[config.mk]
export PLATFORM = sky130hd
export DESIGN_NAME = fetch_unit
export DESIGN_NICKNAME = d
export VERILOG_FILES = /design/src/rtl/fetch_pkg.sv /design/src/rtl/fetch_unit_instr_fifo.sv /design/src/rtl/fetch_unit.sv
export SDC_FILE = /design/constraint.sdc
export NUM_CORES = 1
export LEC_CHECK = 0
export ABC_AREA = 1
export BUFFER_PORTS_ARGS = -buffer_cell sky130_fd_sc_hd__buf_2
export CAP_MARGIN = 20
export CORE_MARGIN = 5
export CORE_UTILIZATION = 52
export CTS_CLUSTER_SIZE = 8
export DETAILED_ROUTE_END_ITERATION = 12
export PLACE_DENSITY = 0.73
export SYNTH_ARGS = -nofsm -noshare
export SYNTH_HDL_FRONTEND = slang
export SYNTH_SLANG_ARGS = --single-unit
export TNS_END_PERCENT = 5
[constraint.sdc]
create_clock -name clk -period 4.27 [get_ports clk]
set_input_delay 0.427 -clock clk [delete_from_list [all_inputs] [get_ports clk]]
set_output_delay 0.427 -clock clk [all_outputs]
set_load 0.05 [all_outputs]
[src/rtl/fetch_pkg.sv]
// Shared types for the instruction-fetch stage.
// Optional perf counters: define FETCH_PERF_CNT_EN.
package fetch_pkg;

    typedef enum logic [1:0] {
        S_BOOT,
        S_RUN,
        S_FULL
    } fetch_state_e;

    typedef struct packed {
        logic [31:0] pc;
        logic [31:0] instr;
    } fetch_entry_t;

    localparam int PC_STEP = 4;

endpackage

[src/rtl/fetch_unit_instr_fifo.sv]
// Small registered FIFO of fetched {pc, instr} entries.
// Flush has priority over push and pop.
module instr_fifo
    import fetch_pkg::*;
#(
    parameter int DEPTH = 4,
    localparam int AW = $clog2(DEPTH),
    localparam int CW = AW + 1
) (
    input  logic         clk,
    input  logic         rst,
    input  logic         push,
    input  logic         pop,
    input  logic         flush,
    input  fetch_entry_t wr_data,
    output fetch_entry_t rd_data,
    output logic [CW-1:0] count,
    output logic         full,
    output logic         empty
);

    fetch_entry_t mem [DEPTH];
    logic [AW-1:0] wr_ptr;
    logic [AW-1:0] rd_ptr;
    logic          do_push;
    logic          do_pop;

    assign full    = (count == CW'(DEPTH));
    assign empty   = (count == '0);
    assign do_push = push & ~full & ~flush;
    assign do_pop  = pop & ~empty & ~flush;
    // Empty head reads as zero so decode never sees stale storage.
    assign rd_data = empty ? '0 : mem[rd_ptr];

    always_ff @(posedge clk or negedge rst) begin
        if (!rst) begin
            wr_ptr <= '0;
            rd_ptr <= '0;
            count  <= '0;
        end else if (flush) begin
            wr_ptr <= '0;
            rd_ptr <= '0;
            count  <= '0;
        end else begin
            if (do_push) wr_ptr <= wr_ptr + AW'(1);
            if (do_pop)  rd_ptr <= rd_ptr + AW'(1);
            count <= count + CW'(do_push) - CW'(do_pop);
        end
    end

    always_ff @(posedge clk) begin
        if (do_push) mem[wr_ptr] <= wr_data;
    end

endmodule

[src/rtl/fetch_unit.sv]
// Fetch stage: PC, single-outstanding imem reads, output FIFO.
// Optional perf counters: define FETCH_PERF_CNT_EN.
module fetch_unit
    import fetch_pkg::*;
#(
    parameter int              XLEN       = 32,
    parameter logic [XLEN-1:0] RESET_PC   = '0,
    parameter int              FIFO_DEPTH = 4
) (
    input  logic            clk,
    input  logic            rst,
    output logic            imem_req,
    output logic [XLEN-1:0] imem_addr,
    input  logic            imem_gnt,
    input  logic            imem_rvalid,
    input  logic [XLEN-1:0] imem_rdata,
    input  logic            redirect_en,
    input  logic [XLEN-1:0] redirect_pc,
    output logic            instr_valid,
    input  logic            instr_ready,
    output logic [XLEN-1:0] instr,
    output logic [XLEN-1:0] instr_pc
`ifdef FETCH_PERF_CNT_EN
    ,
    output logic [31:0]     perf_fetched,
    output logic [31:0]     perf_flushed
`endif
);

    localparam int CW = $clog2(FIFO_DEPTH) + 1;

    fetch_state_e    state_q;
    fetch_state_e    state_d;
    logic [XLEN-1:0] fetch_pc_q;
    logic [XLEN-1:0] issue_pc_q;
    logic            outstanding_q;
    logic            drop_q;

    logic            issue;
    logic            resp;
    logic            push;
    logic            pop;
    logic [CW-1:0]   count;
    logic            fifo_full;
    logic            fifo_empty;
    fetch_entry_t    wr_entry;
    fetch_entry_t    head;

    assign issue       = imem_req & imem_gnt;
    assign resp        = imem_rvalid & outstanding_q;
    assign push        = resp & ~drop_q & ~redirect_en;
    assign instr_valid = ~fifo_empty & ~redirect_en;
    assign pop         = instr_valid & instr_ready;
    assign imem_addr   = fetch_pc_q;
    assign instr       = head.instr;
    assign instr_pc    = head.pc;
    assign wr_entry    = '{pc: issue_pc_q, instr: imem_rdata};

    always_comb begin
        state_d  = state_q;
        imem_req = 1'b0;
        unique case (state_q)
            S_BOOT: state_d = S_RUN;
            S_RUN: begin
                imem_req = ~outstanding_q & ~fifo_full & ~redirect_en;
                if (!redirect_en && !outstanding_q &&
                    count == CW'(FIFO_DEPTH))
                    state_d = S_FULL;
            end
            S_FULL: begin
                if (pop || redirect_en) state_d = S_RUN;
            end
            default: state_d = S_BOOT;
        endcase
    end

    always_ff @(posedge clk or negedge rst) begin
        if (!rst) begin
            state_q       <= S_BOOT;
            fetch_pc_q    <= RESET_PC;
            issue_pc_q    <= '0;
            outstanding_q <= 1'b0;
            drop_q        <= 1'b0;
        end else begin
            state_q <= state_d;
            if (redirect_en) begin
                // A response landing now is consumed and thrown away.
                fetch_pc_q    <= redirect_pc & ~XLEN'(3);
                outstanding_q <= outstanding_q & ~imem_rvalid;
                drop_q        <= outstanding_q & ~imem_rvalid;
            end else begin
                if (resp) begin
                    outstanding_q <= 1'b0;
                    drop_q        <= 1'b0;
                end
                if (issue) begin
                    outstanding_q <= 1'b1;
                    issue_pc_q    <= fetch_pc_q;
                    fetch_pc_q    <= fetch_pc_q + XLEN'(PC_STEP);
                end
            end
        end
    end

    instr_fifo #(
        .DEPTH (FIFO_DEPTH)
    ) u_fifo (
        .clk     (clk),
        .rst     (rst),
        .push    (push),
        .pop     (pop),
        .flush   (redirect_en),
        .wr_data (wr_entry),
        .rd_data (head),
        .count   (count),
        .full    (fifo_full),
        .empty   (fifo_empty)
    );

`ifdef FETCH_PERF_CNT_EN
    logic dropped;

    assign dropped = resp & (drop_q | redirect_en);

    always_ff @(posedge clk or negedge rst) begin
        if (!rst) begin
            perf_fetched <= '0;
            perf_flushed <= '0;
        end else begin
            perf_fetched <= perf_fetched + 32'(push);
            perf_flushed <= perf_flushed + 32'(dropped) +
                            (redirect_en ? 32'(count) : 32'd0);
        end
    end
`endif

endmodule

==> out/qor.txt <==
TritonCTS clock tree -> yes
Maximum VDD drop -> 0.399 mV
Sw power -> 0.00484 W
Synth Cell Area -> 0.0134 sq mm
Final Setup Violations -> 0
Die ar. -> 0.0291 sq mm
Hold Crit Depth -> 3
Yosys warning count -> 0
Wirelength per Cell -> 17.2 um
Ant. Diodes -> 0
Clock Tree Root -> clkbuf_16
R2R cell count -> 13
Routability congestion estimate -> 0.903
Most frequent cells in the layout -> nor2_1 (298), edfxtp_1 (248), nand2_1 (176)
Post-layout minimum cycle time -> 3000 ps
CTS Buffer Depth -> 3
Setup TNS -> 0 ps
Final ANT Viol Nets -> 0
Vias -> 9447
Max-capacitance violation count -> 0
Most common cell after layout, fill and taps aside -> nor2_1
DR pass1 iterations -> 5
Core Area -> 0.0253 sq mm
Horiz. Die Dim -> 171 um
Worst-Margin Slew -> 803 ps
DP HPWL -> 17800 um
Synth Instances -> 1258
Slowest CP cell -> inv_2
WP data required -> 3840 ps
Clock skew -> 10.1 ps
Clk pwr share -> 0.273
Layout cells sized above 1 -> 0.178
Logic pwr share -> 0.366
Internal power -> 0.00667 W
Clock slew at reported path FFs -> 50 ps
IO buf count -> 161
Crit path DAT -> 2570 ps
Placed inst area -> 0.0145 sq mm
Pwr dens -> 728 mW/mm^2
Register area -> 0.00923 sq mm
Area delta synth->final -> 17.8%
Final hold vios -> 0
Static leakage -> 6.34 nW
Largest net degree at the start of global routing -> 126
Final period util -> 0.702
Htree depth -> 2
Max Freq -> 333 MHz
Drt drc -> 0
Switching share of power -> 0.420
HP Class -> in -> reg
Initial DRC Count -> 859
CTS sink count -> 319
CP Cell Sequence -> inv_1 > nand3_1 > inv_2 > buf_4 > a21oi_1 > buf_2
CTS Buf Count -> 45
Register bit total from synthesis -> 319
Post-CTS Resized -> 0
Flop pwr share -> 0.362
Status -> completed
Global-route wire length before repair -> 47400 um
Sequential-to-total area share from yosys stat -> 0.687
Worst stage delay on the critical path -> 550 ps
Rel. slew slack -> 0.465
RSZ-0062 raised after global routing -> no
Starting Density -> 0.530
Initial antenna violation count -> 0
Crit path kind -> reg -> out
Vias per cell -> 5.35
Vias in the first global route -> 9094
Clk Latency, worst-skew pair -> 520 ps
Final net count -> 1498
CP endpoint kind -> output port
Num ports -> 168
Area of the multi-input gates -> 0.00370 sq mm
FP Rows -> 58
Netlist cell types -> 35
Die H -> 171 um
WL final -> 30400 um
Remaining global-route overflow -> 0
Critical Path Fanout Max -> 32
Global-route usage over all layers -> 0.206
Mean Syn Cell Area -> 10.7 sq um
Setup Fix Bufs, Post-CTS -> 0
Final Cell Area -> 0.0158 sq mm
CP startpoint kind -> register
Final Slew Violations -> 0
Number of fill cells in the layout -> 2013
==> power groups by stage <==
stage          Clock (W)  Sequential [W]  Combinational (W)
5_1_grt          0.00332         0.00421            0.00454
6_report         0.00314         0.00416            0.00421
3_3_place_gp           0         0.00419            0.00416
3_5_place_dp           0         0.00420            0.00422
2_1_floorplan          0         0.00435            0.00293
4_1_cts          0.00319         0.00415            0.00424
==> sequential cells by signal (all words and copies together), names as in the netlist <==
signal         flops
u_fifo.mem       248
u_fifo.wr_ptr      2
u_fifo.count       3
u_fifo.rd_ptr      2
issue_pc_q        30
state_q            2
drop_q             1
outstanding_q      1
imem_addr         30
==> area by class of cell <==
cell class / instances / area share
Inverter: 66 / 0.0157
Clock buffer: 61 / 0.0777
Sequential cell: 319 / 0.583
Timing Repair Buffer: 177 / 0.0627
Multi-Input combinational cell: 811 / 0.234
Clock inverter: 1 / 0.000554
Tap cell: 330 / 0.0261
==> cells in the mapped netlist <==
cell,count,area share
inv_1,60,0.017
fa_1,1,0.0015
inv_2,5,0.0014
xor2_1,9,0.0059
buf_1,1,0.00028
nand4_1,5,0.0023
o21a_1,3,0.0017
a22oi_1,1,0.00056
nand3_2,1,0.00075
nand2_4,1,0.00084
a211oi_2,1,0.00093
nor2_4,4,0.0034
a21oi_1,71,0.026
o211ai_1,4,0.0022
and3_1,1,0.00047
clkbuf_1,35,0.0098
edfxtp_1,248,0.55
o21ai_0,166,0.062
nand2_2,4,0.0019
clkinv_2,1,0.00037
conb_1,1,0.00028
nor3_1,1,0.00037
buf_4,7,0.0039
nor2_1,302,0.084
dfrtp_1,71,0.13
xnor2_1,1,0.00065
nand3_4,1,0.0013
nand2_1,176,0.049
nand3_1,35,0.013
ha_1,7,0.0065
o22ai_1,4,0.0019
or2_2,4,0.0019
o221ai_1,1,0.00065
nor2_2,3,0.0014
buf_2,22,0.0082
==> what timing repair did <==
action	4_1_cts	5_1_grt
hold endpoints to repair	0	24
setup endpoints to repair	0	0
hold buffers	0	1
==> through the flow <==
stage                     power [W]  worst slack, ps  utilization  hold slack [ps]  cells
final                        0.0115             1270        0.624              116   1765
after global routing         0.0121             1150        0.624              104   1765
after CTS                    0.0116             1210        0.623             98.4   1763
after detailed placement    0.00843             1430        0.574              493   1701
after global placement      0.00835             1490        0.574              465   1701
after floorplan             0.00728              316            -              131   1261
==> worst max-delay path: cells and delay by family, from the launching register on <==
kind | cells | cell delay [ps]
AOI/OAI and AO/OA | 1 | 130
buffers and inverters | 4 | 1380
DFF | 1 | 410
and+or+nand+nor | 1 | 110
==> kinds of logic after synthesis <==
group / synth area share
other: 0.000279
adder cells (fa/ha/maj): 0.00801
flip-flops: 0.687
XOR/XNOR: 0.00652
AO/OA/AOI/OAI: 0.0963
AND/OR/NAND/NOR: 0.161
buffers and inverters: 0.0407
==> worst paths after layout <==
kind,from,to,slack [ps]
worst max-delay path,u_fifo.count[1],instr_pc[31],1270
worst min-delay path,redirect_pc[31],imem_addr[31],120
worst max register to register,u_fifo.count[1],u_fifo.count[2],1550
worst min register to register,state_q[0],state_q[1],500
max in group asynchronous,rst,u_fifo.rd_ptr[0],3100
min in group asynchronous,rst,imem_addr[3],260
==> per-layer routing <==
metal,up-vias,part of all wire,global-route usage
met5,-,0,0
met4,0,0.023,0.0622
met3,56,0.083,0.0377
met2,404,0.47,0.334
met1,4407,0.43,0.288
li1,4580,-,-
Note: power is estimated with default switching activity, not from simulation.
